`src/rtl/float_argmax_ctrl.sv`:
```
// Argmax sequencer: streams N floats through an external combinational comparator
// and reports the largest value with its (first) index once per frame.
module float_argmax_ctrl #(
  parameter int N     = 10,
  parameter int IDX_W = 4
) (
  input  logic             clk,
  input  logic             rst_n,
  input  logic             start,
  input  logic [31:0]      in_data,
  input  logic             in_valid,
  output logic             in_ready,
  output logic [31:0]      cmp_a,
  output logic [31:0]      cmp_b,
  input  logic [2:0]       cmp_flag,
  output logic             busy,
  output logic [31:0]      out_max,
  output logic [IDX_W-1:0] out_idx,
  output logic             out_valid,
  input  logic             out_ready
);

  typedef enum logic [1:0] {
    IDLE = 2'd0,
    RUN  = 2'd1,
    DONE = 2'd2
  } state_t;

  localparam logic [IDX_W-1:0] LAST_IDX = IDX_W'(N - 1);

  state_t           state_q, state_d;
  logic [IDX_W-1:0] cnt_q, cnt_d;
  logic [31:0]      max_val_q, max_val_d;
  logic [IDX_W-1:0] max_idx_q, max_idx_d;
  logic             accept;

  always_ff @(posedge clk or negedge rst_n) begin
    if (!rst_n) begin
      state_q   <= IDLE;
      cnt_q     <= '0;
      max_val_q <= '0;
      max_idx_q <= '0;
    end else begin
      state_q   <= state_d;
      cnt_q     <= cnt_d;
      max_val_q <= max_val_d;
      max_idx_q <= max_idx_d;
    end
  end

  assign accept = (state_q == RUN) && in_valid;

  always_comb begin
    state_d   = state_q;
    cnt_d     = cnt_q;
    max_val_d = max_val_q;
    max_idx_d = max_idx_q;
    case (state_q)
      IDLE: begin
        if (start) begin
          state_d = RUN;
          cnt_d   = '0;
        end
      end
      RUN: begin
        if (accept) begin
          // Element 0 seeds the running max; only a strict "A>B" flag replaces it,
          // so ties and any malformed flag keep the earlier index.
          if (cnt_q == '0) begin
            max_val_d = in_data;
            max_idx_d = '0;
          end else if (cmp_flag == 3'b100) begin
            max_val_d = in_data;
            max_idx_d = cnt_q;
          end
          if (cnt_q == LAST_IDX) begin
            state_d = DONE;
            cnt_d   = '0;
          end else begin
            cnt_d = cnt_q + 1'b1;
          end
        end
      end
      DONE: begin
        if (out_ready) state_d = IDLE;
      end
      default: state_d = IDLE;
    endcase
  end

  // The result registers double as the outputs, so they keep the last answer in IDLE.
  assign in_ready  = (state_q == RUN);
  assign busy      = (state_q != IDLE);
  assign out_valid = (state_q == DONE);
  assign out_max   = max_val_q;
  assign out_idx   = max_idx_q;
  assign cmp_a     = in_data;
  assign cmp_b     = max_val_q;

endmodule

```
`config.mk`:
```
export PLATFORM = sky130hd
export DESIGN_NAME = float_argmax_ctrl
export DESIGN_NICKNAME = d
export VERILOG_FILES = /design/src/rtl/float_argmax_ctrl.sv
export SDC_FILE = /design/constraint.sdc
export NUM_CORES = 1
export LEC_CHECK = 0
export BUFFER_PORTS_ARGS = -buffer_cell sky130_fd_sc_hd__buf_2
export CAP_MARGIN = 15
export CORE_MARGIN = 10
export CORE_UTILIZATION = 39
export CTS_CLUSTER_DIAMETER = 60
export DETAILED_ROUTE_END_ITERATION = 12
export HOLD_SLACK_MARGIN = 0.03
export PLACE_DENSITY = 0.83
export SLEW_MARGIN = 15
export SYNTH_ARGS = -nofsm -noshare
export SYNTH_HDL_FRONTEND = slang
export SYNTH_SLANG_ARGS = --single-unit
```
`constraint.sdc`:
```
create_clock -name clk -period 1.85 [get_ports clk]
set_input_delay 0.37 -clock clk [delete_from_list [all_inputs] [get_ports clk]]
set_output_delay 0.37 -clock clk [all_outputs]
set_load 0.03 [all_outputs]
```
Yosys cells after proc, flatten, opt, wreduce, memory -nomap -nowiden
Index checks and enable logic that the tools add are counted.

Register bits after elaboration: 42. Bits in latches: 0. Memory bits (writable): 0. Memory bits (read-only): 0. Input port bits: 40. Output and inout port bits: 103. Word-level logic and storage cells: 35. Memories kept: 0.

Add/sub/neg operators: 1. Multiply operators: 0. Div/mod/pow operators: 0. $lt $le $gt $ge: 0. Eq/ne operators: 8. Shifts and indexed selects: 0. Multiplexer cells: 13. Bitwise logic cells: 0. Reductions and logical operators: 9.

Operator list (count): two-way mux 32 bit (2); two-way mux 4 bit (5); two-way mux 2 bit (4); case mux 4 bit (2 select lines) (1); inequality test 2 x 1 -> 1 bit (second input constant) (3); case mux 2 bit (3 select lines) (1); AND reduction 3 bit (2); nonzero test 2 bit (3); adder 4 x 1 -> 4 bit (second input constant) (1); equality test 4 bit (second input constant) (1); zero test 4 bit (1); AND reduction 4 bit (1); equality test 3 bit (second input constant) (1); equality test 2 x 1 -> 1 bit (second input constant) (1); equality test 2 bit (second input constant) (1); zero test 2 bit (1); inequality test 2 bit (second input constant) (1); logical AND 1 bit (1).

Depth between registers and ports, before layout
Gate-level depths: netlist of the first run.

Depth in word-level cells: 4. Depth in mapped cells: 6. Mapped depth without buffers: 5.

Worst setup path after synthesis of the first run
OpenSTA, ideal clock, no wires.

Path type: register -> register. Start: reg cnt_q[0]. End: reg max_val_q[0] (netlist: cmp_b[0]). Library setup time: 0.125 ns. Arrival time: 1.627 ns. Required time: 1.725 ns. Setup slack: 0.097 ns. Stages on the path, launching flop included: 7. Buffers on the path: 1. Clock period less this slack: 1.753 ns. Cells stage by stage: dfrtp_1 > inv_1 > ha_1 > nor3b_2 > o211ai_4 > buf_6 > mux2_4.

Longest elaborated chain between the ends: 3. Elaborated cells between the ends (all ways): 4. Classes of those cells: mux: 1; reduce/logical: 3.

RTL lines: start: declaration (RTL line 32) `logic [IDX_W-1:0] cnt_q, cnt_d;`; start signal: assignment (RTL line 45) `cnt_q <= cnt_d;`; zero test 4 bit * (RTL line 69) `if (cnt_q == '0) begin`; nonzero test 2 bit (no source line); AND reduction 3 bit (no source line); end signal: assignment (RTL line 46) `max_val_q <= max_val_d;`; end: declaration (RTL line 33) `logic [31:0] max_val_q, max_val_d;`.

Every way passes the cells marked *; elsewhere a longest branch is shown, timed or not. A chain may end at the register's enable or synchronous reset.

Worst setup path after layout of the first run
Start: reg cnt_q[1]. End: reg max_val_q[6] (netlist: cmp_b[6]).

Same word-level chain as after synthesis.

==> impl_metrics.tcl, run 1 <==
set metrics [dict create \
    status "complete, no violations" \
    slew_viol_final 0 \
    wl_mm 5.77 \
    synth_top_area_share_pct 44.4 \
    finalNetCount 314 \
    die_x_um 98.0 \
    grt_usage_pct 11.4 \
    grt_pass1_wl_mm 9.14 \
    syn_to_final_growth_pct 19.3 \
    port_buffers 142 \
    dr.pass1.iters 4 \
    fin_cells 347 \
    critical_path.startpoint_type "flop" \
    synth.most_common_cell "buf_4" \
    io_pins 143 \
    numCtsBuffers 5 \
    detail_route.iter0.violations 26 \
    multi_input_area_um2 768 \
    power.total_mw 6.57 \
    cp.arrival_ns 1.93 \
    worstSetupPathType "reg2reg" \
    clkSinkCount 42 \
    grt_util_met2_pct 20.1 \
    skew_ns 0.00978 \
    drc 0 \
    fin_tns_setup_ns 0 \
    post-route-period-util_pct 95.1 \
    hpwl_mm 4.73 \
    hold_viol_final 0 \
    final_area_um2 2830 \
    vias 1558 \
    setup_viol 0 \
    clock_latency_ns 0.29 \
    synth_seq_cells 42 \
    syn_inst 185 \
    timing.fmax_ghz 0.568 \
    cts-htree-levels 2 \
    synth_warnings 0 \
    cts-hold-fix-buffers 0 \
    post_cts_buffers 0 \
    first_global_vias 1736 \
    cts-resized-gates 0 \
    yosys_most_used_dff "dfrtp_1" \
    synthArstFlopShare_pct 100 \
    wl_per_cell_um 16.6 \
    cts_root_buffer "clkbuf_8" \
    synth_cell_types 27 \
    nFillCells 549 \
    antenna_found_initial 0 \
    top_usage_layer "met2" \
    place_ws_ns 0.106 \
    syn-num-nets 228 \
    min_period_ns 1.76 \
    antenna_left 0 \
    start_util_pct 40.0 \
    diodes 0 \
    drive_above_1_share_pct 71.7 \
    register_area_um2 1050 \
    place_area_um2 2720 \
    grtUsageMet3_pct 5.64 \
    cts_tree "built" \
    grt_util_met1_pct 11.9 \
    core_um2 5920 \
    cp.required_ns 2.02 \
    drv_cap 0 \
    die_y_um 98.0 \
    grt_max_degree 23 \
    rows 28 \
    p_leak_nw 1.57 \
    netlist_area_um2 2370 \
    holdWs_ns 0.0281 \
    synthTopCellsByArea "dfrtp_1, buf_4, mux2_4, mux2_2, ha_1" \
    clkTransAtPathRegs_ns 0.08 \
    ir_drop_uv 1320 \
    fin_util_pct 47.7 \
    min_path_type "in2async" \
    relSlewSlack_pct 67.9 \
    vias_per_cell 4.49 \
    rsz0062_at_grt "false" \
    grt_overflow 0 \
    synth_common_cells "buf_4, dfrtp_1, mux2_4" \
    clk_path_buf_depth 2 \
    ys_seq_area_share_pct 44.4 \
    synth_edf_count 0 \
    powerDensity_nw_per_um2 2320 \
    worst_slack_ns 0.0905 \
    dieArea_um2 9590 \
    tightest_slew_ns 0.482 \
    gp_congestion 0.872 \
    place_inst 339 \
    cp-end-kind "flop" \
    path_max_fanout 21 \
    avgSynthCellArea_um2 12.8 \
    yosys.area.top_type "dfrtp_1" \
]
flip-flops by register name (all words and copies together) (netlist names):
register,flops
cmp_b,32
cnt_q,4
out_idx,4
state_q,2
metal layers:
metal	routed length, µm	vias to the layer above
met3	604	4
li1	-	730
met5	0	-
met4	25	0
met2	3010	76
met1	2120	748
power breakdown:
| group | total [mW] | switching, mW | internal [mW] | leakage (nW) |
|---|---|---|---|---|
| clock network | 0.708 | 0.304 | 0.404 | 0.0524 |
| logic | 4.16 | 2.60 | 1.56 | 1.02 |
| registers | 1.70 | 0.329 | 1.37 | 0.505 |
worst max-delay path, cell delays in order (launching register included):
cell and delay [ns]:
dfrtp_1 0.37, inv_1 0.08, ha_1 0.18, nor3b_2 0.18, o211ai_4 0.26, buf_12 0.22
mux2_2 0.35
logic make-up (layout without fill, tap and decap cells):
| logic type | count (synthesis) | in the layout | synth area share, % |
|---|---|---|---|
| and+or+nand+nor | 15 | 15 | 4.22 |
| muxes | 38 | 38 | 22.7 |
| AOI/OAI and AO/OA | 12 | 12 | 3.80 |
| adders and majority gates | 3 | 3 | 1.58 |
| DFF | 42 | 42 | 44.4 |
| buffers and inverters | 75 | 162 | 23.3 |
path summary, 6_finish.rpt:
| kind | startpoint | endpoint | slack [ns] | depth (start not counted) |
|---|---|---|---|---|
| worst max-delay path | cnt_q[1] | cmp_b[6] | 0.09 | 6 |
| worst min-delay path | rst_n | cmp_b[9] | 0.03 | 1 |
| worst max register to register | cnt_q[1] | cmp_b[6] | 0.09 | 6 |
| worst min register to register | out_idx[0] | out_idx[0] | 0.52 | 1 |
| max in group asynchronous | rst_n | cmp_b[25] | 1.14 | 2 |
| min in group clk | in_data[9] | cmp_b[9] | 0.32 | 2 |
cell usage in the layout (no fill, tap or decap), types with 2 or more instances in the layout:
cell type / netlist / routed
o21ai_0: 4 / 4
mux2i_1: 2 / 2
clkbuf_8: 0 / 5
inv_1: 5 / 5
nand4b_1: 2 / 2
mux2_4: 30 / 30
nor2_1: 2 / 2
ha_1: 3 / 3
nand2b_1: 2 / 2
nor3b_1: 2 / 2
clkbuf_1: 0 / 2
dfrtp_1: 42 / 42
mux2_2: 6 / 6
buf_4: 66 / 5
buf_12: 0 / 2
buf_2: 1 / 142
a21oi_1: 2 / 2
layout make-up:
type / count / area share, %
Timing Repair Buffer: 149 / 27.9
Sequential cell: 42 / 37.2
Clock buffer: 7 / 2.70
Clock inverter: 1 / 1.06
Multi-Input combinational cell: 68 / 27.2
Inverter: 5 / 0.664
Tap cell: 75 / 3.32
No activity file was read; power rests on OpenSTA's default activity.
==> run 2, diff against run 1 <==
Settings changed: MAX_ROUTING_LAYER from default to met4.
==> run 2 against run 1 <==
Net effect: first-iteration DRC count up 3.8%; non-clock buffer count unchanged; utilization unchanged; sequential share of layout area unchanged; setup slack about the same; sequential power about the same; clock-buffer cell count unchanged; largest power group unchanged.
==> impl_metrics.tcl, run 2 (same netlist as run 1, synthesis figures left out) <==
set metrics [dict create \
    cts-htree-levels 2 \
    grt_usage_pct 11.7 \
    antenna_left 0 \
    detail_route.iter0.violations 27 \
    numCtsBuffers 5 \
    status "complete, no violations" \
    ir_drop_uv 1320 \
    post-route-period-util_pct 95.1 \
    p_leak_nw 1.57 \
    slew_viol_final 0 \
    clk_path_buf_depth 2 \
    finalNetCount 314 \
    clock_latency_ns 0.29 \
    min_period_ns 1.76 \
    largest_reg_flops 32 \
    crit_path_start "cnt_q[1]" \
    die_x_um 98.0 \
    max_stage_delay_ns 0.37 \
    syn_to_final_growth_pct 19.3 \
    port_buffers 142 \
    clkTransAtPathRegs_ns 0.08 \
    core_um2 5920 \
    start_util_pct 40.0 \
    post_cts_buffers 0 \
    tightest_slew_ns 0.482 \
    vias 1561 \
    cts-hold-fix-buffers 0 \
    worstSetupPathType "reg2reg" \
    io_pins 143 \
    vias_per_cell 4.50 \
    drc 0 \
    ff2ff_path_depth 6 \
    rsz0062_at_grt "false" \
    hold_viol_final 0 \
    place_area_um2 2720 \
    rows 28 \
    setup_viol 0 \
    drv_cap 0 \
    final_cell_mix "buf_2, dfrtp_1, mux2_4, mux2_2" \
    skew_ns 0.0103 \
    relSlewSlack_pct 67.9 \
    wl_mm 5.75 \
    gp_congestion 0.887 \
    wl_per_cell_um 16.6 \
    diodes 0 \
    holdWs_ns 0.0284 \
    cp.arrival_ns 1.93 \
    hpwl_mm 4.73 \
    grt_pass1_wl_mm 9.14 \
    cp.required_ns 2.02 \
    cts_tree "built" \
    dr.pass1.iters 4 \
    drive_above_1_share_pct 71.7 \
    critical_path.startpoint_type "flop" \
    slowest_stage "dfrtp_1" \
    cp-end-kind "flop" \
    die_y_um 98.0 \
    reg2reg_from "cnt_q[1]" \
    timing.fmax_ghz 0.568 \
    grt_overflow 0 \
    min_path_type "in2async" \
    dieArea_um2 9590 \
    fin_tns_setup_ns 0 \
    cts_root_buffer "clkbuf_8" \
    grt_max_degree 23 \
    antenna_found_initial 0 \
    final_area_um2 2830 \
    layout_commonest_cell "buf_2" \
    cts-resized-gates 0 \
    path_max_fanout 21 \
    clkSinkCount 42 \
    first_global_vias 1737 \
    powerDensity_nw_per_um2 2320 \
    cp_cell_sequence "inv_1 -> ha_1 -> nor3b_2 -> o211ai_4 -> buf_12 -> mux2_2" \
]
-- run 2: cell counts in the layout (fill, tap and decap cells not counted) --
No cell type changed its count.
-- run 2: cell type report --
| class | count | area [µm²] |
|---|---|---|
| Clock inverter | 1 | 30.0 |
| Sequential cell | 42 | 1050 |
| Tap cell | 75 | 93.8 |
| Clock buffer | 7 | 76.3 |
| Timing Repair Buffer | 149 | 788 |
| Fill cell | 549 | 3090 |
| Multi-Input combinational cell | 68 | 768 |
| Inverter | 5 | 18.8 |
-- run 2: worst paths after layout --
kind                            slack (ns)          to
worst max register to register        0.09    cmp_b[6]
worst min register to register        0.52  out_idx[0]
worst min-delay path                  0.03    cmp_b[9]
min in group clk                      0.32    cmp_b[9]
max in group asynchronous             1.14   cmp_b[24]
worst max-delay path                  0.09    cmp_b[6]
-- run 2: layer usage --
layer	share of wire [%]	global-route usage, %	vias up	wire length [µm]
li1	-	-	730	-
met1	37	12.1	751	2150
met2	52	20.0	78	3000
met3	10	5.50	2	585
met4	0.26	2.35	0	15
met5	0	-	-	0
-- run 2: report_power, final --
group | internal, mW | switching, mW
clock | 0.404 | 0.303
sequential | 1.37 | 0.329
combinational | 1.56 | 2.60
total | 3.33 | 3.24
-- run 2: critical path: cells and delay by family, from the launching register on --
family | cells | cell delay [ns]
buffers and inverters | 2 | 0.30
adders and majority gates | 1 | 0.18
DFF | 1 | 0.37
AOI/OAI and AO/OA | 1 | 0.26
and+or+nand+nor | 1 | 0.18
muxes | 1 | 0.35
-- run 2: through the flow --
| stage | instances | util, % | setup WS (ns) | power, mW |
|---|---|---|---|---|
| after global placement | 339 | 45.9 | 0.194 | 5.83 |
| final | 347 | 47.7 | 0.0907 | 6.57 |
| after CTS | 347 | 47.7 | 0.00823 | 6.66 |
| after detailed placement | 339 | 45.9 | 0.106 | 5.93 |
| after global routing | 347 | 47.7 | 0.000527 | 6.92 |
| after floorplan | 185 | - | 0.0975 | 5.25 |
